[config.mk]
export PLATFORM = sky130hd
export DESIGN_NAME = fetch_arbiter
export DESIGN_NICKNAME = d
export VERILOG_FILES = /design/src/rtl/fetch_arbiter.sv
export SDC_FILE = /design/constraint.sdc
export NUM_CORES = 1
export LEC_CHECK = 0
export CORE_MARGIN = 2
export CORE_UTILIZATION = 30
export DETAILED_ROUTE_END_ITERATION = 8
export DONT_BUFFER_PORTS = 1
export HOLD_SLACK_MARGIN = 0.03
export SETUP_SLACK_MARGIN = 0.2
export SYNTH_ARGS = -nofsm -noshare
export SYNTH_HDL_FRONTEND = slang
export SYNTH_SLANG_ARGS = --single-unit
[constraint.sdc]
create_clock -name clk -period 2.9 [get_ports clk]
set_clock_uncertainty 0.1 [all_clocks]
set_input_delay 0.145 -clock clk [delete_from_list [all_inputs] [get_ports clk]]
set_output_delay 0.145 -clock clk [all_outputs]
set_load 0.01 [all_outputs]
[src/rtl/fetch_arbiter.sv]
// rtl/fetch_arbiter.sv - instruction prefetch queue and unified-memory arbiter
module fetch_arbiter #(
  parameter int          DEPTH    = 4,
  parameter int          ADDR_W   = 9,
  parameter logic [31:0] RESET_PC = 32'h0
) (
  input  logic              clk,
  input  logic              rst,
  input  logic              redirect,
  input  logic [31:0]       redirect_pc,
  input  logic              dmem_req,
  input  logic              dmem_we,
  input  logic [2:0]        dmem_funct3,
  input  logic [ADDR_W-1:0] dmem_addr,
  input  logic [31:0]       dmem_wdata,
  output logic [31:0]       dmem_rdata,
  output logic              dmem_done,
  output logic              mem_en,
  output logic              mem_we,
  output logic [2:0]        mem_funct3,
  output logic [ADDR_W-1:0] mem_addr,
  output logic [31:0]       mem_wdata,
  input  logic [31:0]       mem_rdata,
  output logic              inst_valid,
  output logic [31:0]       inst,
  output logic [31:0]       inst_pc,
  input  logic              inst_ready,
  output logic [31:0]       fetch_pc
);

  localparam int PTR_W = $clog2(DEPTH);
  localparam int CNT_W = PTR_W + 1;

  typedef enum logic [1:0] {IDLE, IFETCH, DATA} state_t;

  state_t             state_q, state_d;
  logic [CNT_W-1:0]   count_q, count_d;
  logic [PTR_W-1:0]   wr_ptr_q, wr_ptr_d, rd_ptr_q, rd_ptr_d;
  logic               epoch_q, epoch_d;
  logic [31:0]        fetch_pc_q, fetch_pc_d;
  logic [31:0]        tag_pc_q, tag_pc_d;
  logic               tag_epoch_q, tag_epoch_d;
  logic [31:0]        fifo_inst_q [DEPTH];
  logic [31:0]        fifo_inst_d [DEPTH];
  logic [31:0]        fifo_pc_q [DEPTH];
  logic [31:0]        fifo_pc_d [DEPTH];

  logic               in_flight, fetch_room, issue_data, issue_fetch, push, pop;
  logic [CNT_W:0]     occupancy;

  // Issue arbitration: data wins unless a data access is already completing;
  // fetch only when every in-flight word is guaranteed a FIFO slot.
  // Nothing is issued while reset is asserted so all memory outputs read 0.
  assign in_flight   = (state_q == IFETCH);
  assign occupancy   = {1'b0, count_q} + {{CNT_W{1'b0}}, in_flight};
  assign fetch_room  = (occupancy < (CNT_W + 1)'(DEPTH));
  assign issue_data  = rst && dmem_req && (state_q != DATA);
  assign issue_fetch = rst && !issue_data && fetch_room;

  // FSM next state and combinational memory port drive
  always_comb begin
    state_d    = IDLE;
    mem_en     = 1'b0;
    mem_we     = 1'b0;
    mem_funct3 = 3'b000;
    mem_addr   = '0;
    mem_wdata  = '0;
    if (issue_data) begin
      state_d    = DATA;
      mem_en     = 1'b1;
      mem_we     = dmem_we;
      mem_funct3 = dmem_funct3;
      mem_addr   = dmem_addr;
      mem_wdata  = dmem_wdata;
    end else if (issue_fetch) begin
      state_d    = IFETCH;
      mem_en     = 1'b1;
      mem_funct3 = 3'b010;
      mem_addr   = fetch_pc_q[ADDR_W-1:0];
    end
  end

  // FIFO, fetch pc and epoch bookkeeping; a stale-epoch or redirect-cycle word is dropped
  always_comb begin
    push        = in_flight && (tag_epoch_q == epoch_q) && !redirect;
    pop         = inst_valid && inst_ready && !redirect;
    count_d     = count_q + {{PTR_W{1'b0}}, push} - {{PTR_W{1'b0}}, pop};
    wr_ptr_d    = push ? wr_ptr_q + 1'b1 : wr_ptr_q;
    rd_ptr_d    = pop ? rd_ptr_q + 1'b1 : rd_ptr_q;
    epoch_d     = epoch_q;
    fetch_pc_d  = issue_fetch ? fetch_pc_q + 32'd4 : fetch_pc_q;
    tag_pc_d    = issue_fetch ? fetch_pc_q : tag_pc_q;
    tag_epoch_d = issue_fetch ? epoch_q : tag_epoch_q;
    fifo_inst_d = fifo_inst_q;
    fifo_pc_d   = fifo_pc_q;
    if (push) begin
      fifo_inst_d[wr_ptr_q] = mem_rdata;
      fifo_pc_d[wr_ptr_q]   = tag_pc_q;
    end
    if (redirect) begin
      count_d    = '0;
      wr_ptr_d   = '0;
      rd_ptr_d   = '0;
      epoch_d    = ~epoch_q;
      fetch_pc_d = redirect_pc & ~32'h3;
    end
  end

  // State and datapath registers
  always_ff @(posedge clk or negedge rst) begin
    if (!rst) begin
      state_q     <= IDLE;
      count_q     <= '0;
      wr_ptr_q    <= '0;
      rd_ptr_q    <= '0;
      epoch_q     <= 1'b0;
      fetch_pc_q  <= RESET_PC;
      tag_pc_q    <= '0;
      tag_epoch_q <= 1'b0;
      for (int i = 0; i < DEPTH; i++) begin
        fifo_inst_q[i] <= '0;
        fifo_pc_q[i]   <= '0;
      end
    end else begin
      state_q     <= state_d;
      count_q     <= count_d;
      wr_ptr_q    <= wr_ptr_d;
      rd_ptr_q    <= rd_ptr_d;
      epoch_q     <= epoch_d;
      fetch_pc_q  <= fetch_pc_d;
      tag_pc_q    <= tag_pc_d;
      tag_epoch_q <= tag_epoch_d;
      fifo_inst_q <= fifo_inst_d;
      fifo_pc_q   <= fifo_pc_d;
    end
  end

  assign inst_valid = (count_q != '0);
  assign inst       = fifo_inst_q[rd_ptr_q];
  assign inst_pc    = fifo_pc_q[rd_ptr_q];
  assign dmem_done  = (state_q == DATA);
  assign dmem_rdata = dmem_done ? mem_rdata : 32'h0;
  assign fetch_pc   = fetch_pc_q;

endmodule

Word level (Yosys, flattened, before mapping)
Cells that the tools add are included.
{"block": "word_totals", "reg_bits": 331, "in_bits": 114, "word_cells": 76}
{"block": "op_classes", "add_sub_neg": 6, "n_lt_le_gt_ge": 4, "n_eq_ne": 4, "n_mux": 28, "bitwise": 3, "n_reduce_logical": 15}
{"operator": "32-bit 2-to-1 mux", "n": 9}
{"operator": "128-bit bitwise mux", "n": 2}
{"operator": "32-bit binary-select mux with 2-bit select", "n": 2}
{"operator": "32-bit demux with 2-bit select", "n": 1}
{"operator": "32-bit by 3-bit adder with 32-bit output, second input constant", "n": 1}
{"operator": "9-bit 2-to-1 mux", "n": 2}
{"operator": "2-bit 2-to-1 mux", "n": 6}
{"operator": "1-bit logical AND", "n": 9}
{"operator": "3-bit >= comparator, second input constant", "n": 2}
{"operator": "3-bit 2-to-1 mux", "n": 2}
{"operator": "2-bit inverter with 3-bit output", "n": 2}
{"operator": "2-bit nonzero test", "n": 3}
{"operator": "2-bit by 1-bit adder with 2-bit output, second input constant", "n": 2}
{"operator": "3-bit by 1-bit adder with 4-bit output", "n": 1}
{"operator": "4-bit by 3-bit less-than comparator with 1-bit output, second input constant", "n": 1}
{"operator": "1-bit 2-to-1 mux", "n": 4}
{"operator": "3-bit by 1-bit adder with 3-bit output", "n": 1}
{"operator": "3-bit by 1-bit less-than comparator with 1-bit output, second input constant", "n": 1}
{"operator": "3-bit nonzero test", "n": 1}
{"operator": "3-bit by 1-bit subtractor with 3-bit output", "n": 1}
{"operator": "2-bit by 1-bit == test with 1-bit output, second input constant", "n": 1}
{"operator": "2-bit == test, second input constant", "n": 1}
{"operator": "1-bit zero test", "n": 2}
{"operator": "2-bit inequality test, second input constant", "n": 1}
{"operator": "other kinds (2)", "n": 2}

Depth between registers and ports, before layout
{"block": "logic_depth", "depth_word": 7, "ltp_mapped": 11, "ltp_nobuf": 11}

Least setup slack after synthesis
No wires, ideal clock.
{"block": "synth_path", "path_kind": "reg-to-reg", "from": "register epoch_q", "to": "register count_q[2]", "arrival_time_ps": 2291, "t_required_ps": 2668, "path_slack_ps": 377, "stages_incl_launch_ff": 12, "path_cell_list": "dfrtp_1 xor2_1 nor3b_1 and2_1 inv_1 ha_1 inv_1 ha_1 inv_1 fa_1 xnor2_1 nor2_1"}
{"block": "synth_via", "elab_chain_len": 6}
{"element": "from (decl)", "line": "39", "rtl": "logic epoch_q, epoch_d;"}
{"element": "from (signal assigned)", "line": "129", "rtl": "epoch_q <= epoch_d;"}
{"element": "1-bit == test", "line": "85", "rtl": "push = in_flight && (tag_epoch_q == epoch_q) && !redirect;"}
{"element": "1-bit logical AND (2 in a row)", "line": "85"}
{"element": "3-bit by 1-bit adder with 3-bit output", "line": "87", "rtl": "count_d = count_q + {{PTR_W{1'b0}}, push} - {{PTR_W{1'b0}}, pop};"}
{"element": "3-bit by 1-bit subtractor with 3-bit output", "line": "87"}
{"element": "3-bit 2-to-1 mux", "line": "100", "rtl": "if (redirect) begin"}
{"element": "named net count_d[2]", "line": "37", "rtl": "logic [CNT_W-1:0] count_q, count_d;"}
{"element": "to (signal assigned)", "line": "126", "rtl": "count_q <= count_d;"}
{"element": "to (decl)", "line": "37"}
The timed path passes the listed nets, and every way through them passes these cells.
A chain may end at the register's enable or synchronous reset.

Worst setup path in the final report
{"block": "layout_path", "from": "register fetch_pc_q[20] (netlist: fetch_pc[20])", "to": "register fetch_pc_q[31] (netlist: fetch_pc[31])"}
{"block": "layout_via", "elab_chain_len": 3}
{"element": "from (decl)", "line": "40", "rtl": "logic [31:0] fetch_pc_q, fetch_pc_d;"}
{"element": "from (signal assigned)", "line": "130", "rtl": "fetch_pc_q <= fetch_pc_d;"}
{"element": "32-bit by 3-bit adder with 32-bit output", "line": "91", "rtl": "fetch_pc_d = issue_fetch ? fetch_pc_q + 32'd4 : fetch_pc_q;"}
{"element": "32-bit 2-to-1 mux", "line": "91"}
{"element": "32-bit 2-to-1 mux", "line": "100"}
No other way between the ends. The select of a mux whose other input is x is not followed.

==> reports/results.tsv <==
stage	metric	value	unit
floorplanning	Core Region	48600	sq um
sta	Final setup viols	0	
clock_tree	Worst-Skew Late Latency	0.53	ns
sta	crit share post-route	0.907	
finish	area delta synth->final	19.4	%
grt	GRT Overall Usage	0.152	
detailed_routing	DR vias	9064	
grt	first-pass GRT wire length	57.9	mm
yosys	largest cells by area after synthesis	dfrtp_1, mux2_2, mux4_2	
finish	Final #Nets	1294	
setup_path	Worst Setup Start Kind	flop	
yosys	Seq/Total Area, Yosys	0.543	
sta	final setup TNS	0	ns
setup_path	crit end category	flop	
setup_path	WP data arrival	2.98	ns
setup_path	worst r2r src	fetch_pc[20]$_DFFE_PN0P_	
status	failing checks	hold timing	
clock_tree	TritonCTS clock tree	yes	
finish	share of layout cells above drive strength 1	0.355	
floorplanning	die area	50700	sq um
sta	Slew @ Worst Pin	0.921	ns
sta	Final Hold Fails	319	
sta	slew margin rel.	0.386	
grt	vias in the first global route	9442	
grt	initial antenna violation count	9	
floorplanning	die width	225	um
pwr	worst vdd ir	0.000412	V
clock_tree	Hold Buf Count CTS	67	
yosys	Synth top area share	0.543	
finish	area of the multi-input gates	6400	sq um
detailed_routing	Starting DRT DRC Count	483	
status	status	finished with violations	
setup_path	Critical Path Start	fetch_pc[20]$_DFFE_PN0P_	
yosys	Yosys warnings	0	
yosys	synthesized flop and latch total	319	
detailed_routing	detailed-route DRC error count	0	
run	max cap viols	0	
detailed_routing	Detail Route Antenna Nets	0	
clock_tree	Root Driver	clkbuf_16	
clock_tree	clock sinks	319	
yosys	mapped cell area	14700	sq um
place	IO buf count	0	
detailed_routing	DR WL/cell	21.2	um
place	DP HPWL	25.3	mm
floorplanning	Die Ht	225	um
pwr	Lkg Pwr	7.84	nW
pwr	power density over the cells	809	nW/um^2
place	Placer Congestion	0.831	
clock_tree	CTS max path bufs	3	
yosys	Gate Count Post-Synth	1093	
sta	fmax	380	MHz
sta	RSZ-0062 raised after global routing	no	
finish	area taken by flip-flops and latches	7990	sq um
clock_tree	H-tree depth	2	
sta	Hold WS	-0.779	ns
finish	fillers	4702	
place	Placed Instances	1687	
clock_tree	TritonCTS Buffers	37	
clock_tree	# Post-CTS Setup Buffers	0	
finish	Post-Layout Cell Count	1821	
detailed_routing	1st-pass router iterations	4	
sta	minimum clock period after layout	2.63	ns
detailed_routing	DRT Wirelength	38.6	mm
hold_path	Min-Delay Path Class	in2async	
floorplanning	Core Rows	81	
sta	max-slew violations	0	
yosys	Avg Inst Size Synth	13.4	sq um
floorplanning	Starting Density	0.302	
setup_path	Max FO, Critical Path	7	
setup_path	CP Class	reg2reg	
yosys	largest area contributor in the netlist	dfrtp_1	
grt	grt total ovfl	0	
setup_path	Worst Path Required	3.24	ns
floorplanning	# IOs	290	
grt	largest net degree at the start of global routing	324	
yosys	post-synth cell types	42	
detailed_routing	mean number of vias per cell	4.98	
clock_tree	Worst-path clk slew	0.06	ns
logic make-up after synthesis:
group,Yosys count,synth area share
fa+ha+maj,9,0.00818
buf+inv,84,0.0237
flops,319,0.543
other cells,1,0.000255
compound gates,40,0.0150
simple gates,294,0.102
mux,314,0.288
xor+xnor,32,0.0191
what timing repair did:
action                                  CTS  global route
hold endpoints to repair                486           319
endpoints found under the setup margin    0             4
gates resized for setup                   0             1
critical path: stages, from the launching register on:
cell	delay, ns
dfrtp_1	0.48
nand4_2	0.22
or4_4	0.61
or4_1	0.56
or4_1	0.41
a31oi_1	0.17
sequential cells by signal (all words and copies together), names as in the netlist:
| signal | count |
|---|---|
| fifo_inst_q | 128 |
| state_q | 2 |
| tag_epoch_q | 1 |
| wr_ptr_q | 2 |
| count_q | 3 |
| fetch_pc | 30 |
| rd_ptr_q | 2 |
| fifo_pc_q | 120 |
| epoch_q | 1 |
| tag_pc_q | 30 |
power by group:
part	switching, W	internal, W
clock network	0.00178	0.00276
registers	0.000736	0.00544
logic	0.00165	0.00182
total	0.00417	0.0100
metal layers:
metal	GRT usage	vias to the layer above	share of wire
li1	-	4037	-
met1	0.192	4649	0.43
met2	0.247	317	0.47
met3	0.0434	61	0.069
met4	0.0581	0	0.032
met5	0	-	0
cell type report:
cell class,instances,share of cell area
Antenna cell,9,0.00128
Clock buffer,50,0.0596
Clock inverter,8,0.00671
Inverter,12,0.00257
Multi-Input combinational cell,693,0.365
Sequential cell,319,0.456
Tap cell,622,0.0444
Timing Repair Buffer,108,0.0649
layout by cell type (no fill, tap or decap), types with 3 or more instances in the layout:
cell type,n
and2_1,72
dfrtp_1,317
xnor2_1,17
nand3_1,12
bufinv_16,3
ha_1,8
clkinv_2,4
nor3_1,4
buf_12,13
a31oi_1,5
clkbuf_8,7
and3_4,4
buf_4,29
clkbuf_16,37
conb_1,4
and3_1,3
nand4_1,16
mux4_2,62
mux2_2,250
or3_1,6
o21ai_0,31
xor2_1,15
nand2_1,133
nor2_1,15
diode_2,9
clkbuf_1,6
inv_1,11
dlygate4sd3_1,66
nor4_1,10
path summary, 6_finish.rpt:
check | end | slack, ns | depth (start not counted)
setup / recovery | fetch_pc[31]$_DFFE_PN0P_ | 0.27 | 5
hold / removal | fifo_inst_q[64]$_DFFE_PN0P_ | -0.78 | 0
setup reg to reg | fetch_pc[31]$_DFFE_PN0P_ | 0.27 | 5
hold reg to reg | fifo_inst_q[101]$_DFFE_PN0P_ | 0.40 | 1
max in group asynchronous | fifo_pc_q[71]$_DFFE_PN0P_ | 2.72 | 0
min in group clk | count_q[1]$_DFF_PN0_ | 0.07 | 4
per-stage QoR:
| step | total power [W] | area, sq um | setup WS (ns) | util |
|---|---|---|---|---|
| floorplan | 0.00866 | 14700 | 0.377 | - |
| global placement | 0.00957 | 15700 | 0.292 | 0.322 |
| detailed placement | 0.00971 | 15700 | 0.297 | 0.322 |
| CTS | 0.0145 | 17500 | 0.212 | 0.360 |
| global route | 0.0150 | 17500 | 0.205 | 0.361 |
| finish | 0.0142 | 17500 | 0.268 | 0.361 |
cells in the mapped netlist:
library cell    n
nand2_1       134
fa_1            1
or4_1           2
nand3_1        12
and4_1          1
o21ai_0        31
nand4_2         1
o31ai_1         1
nand4_4         1
a31oi_1         5
and2_2          1
nor2_1         15
clkbuf_1       41
and4_2          1
nand2b_1        1
mux2_2        250
buf_4           4
xnor2_1        17
nor3b_1         2
nor2b_1         2
and3_1          7
nor4b_1         2
nand4b_1        2
buf_1          13
nor4_1         10
buf_2          14
xor2_1         15
conb_1          1
o2111ai_1       1
or3_1           6
inv_1          12
nor3_1          4
nand4_1        16
ha_1            8
or4_4           1
nor4_2          1
o211ai_1        1
o211a_1         1
dfrtp_1       319
and2_1         72
mux2i_1         2
mux4_2         62
(Power assumes the default switching activity.)
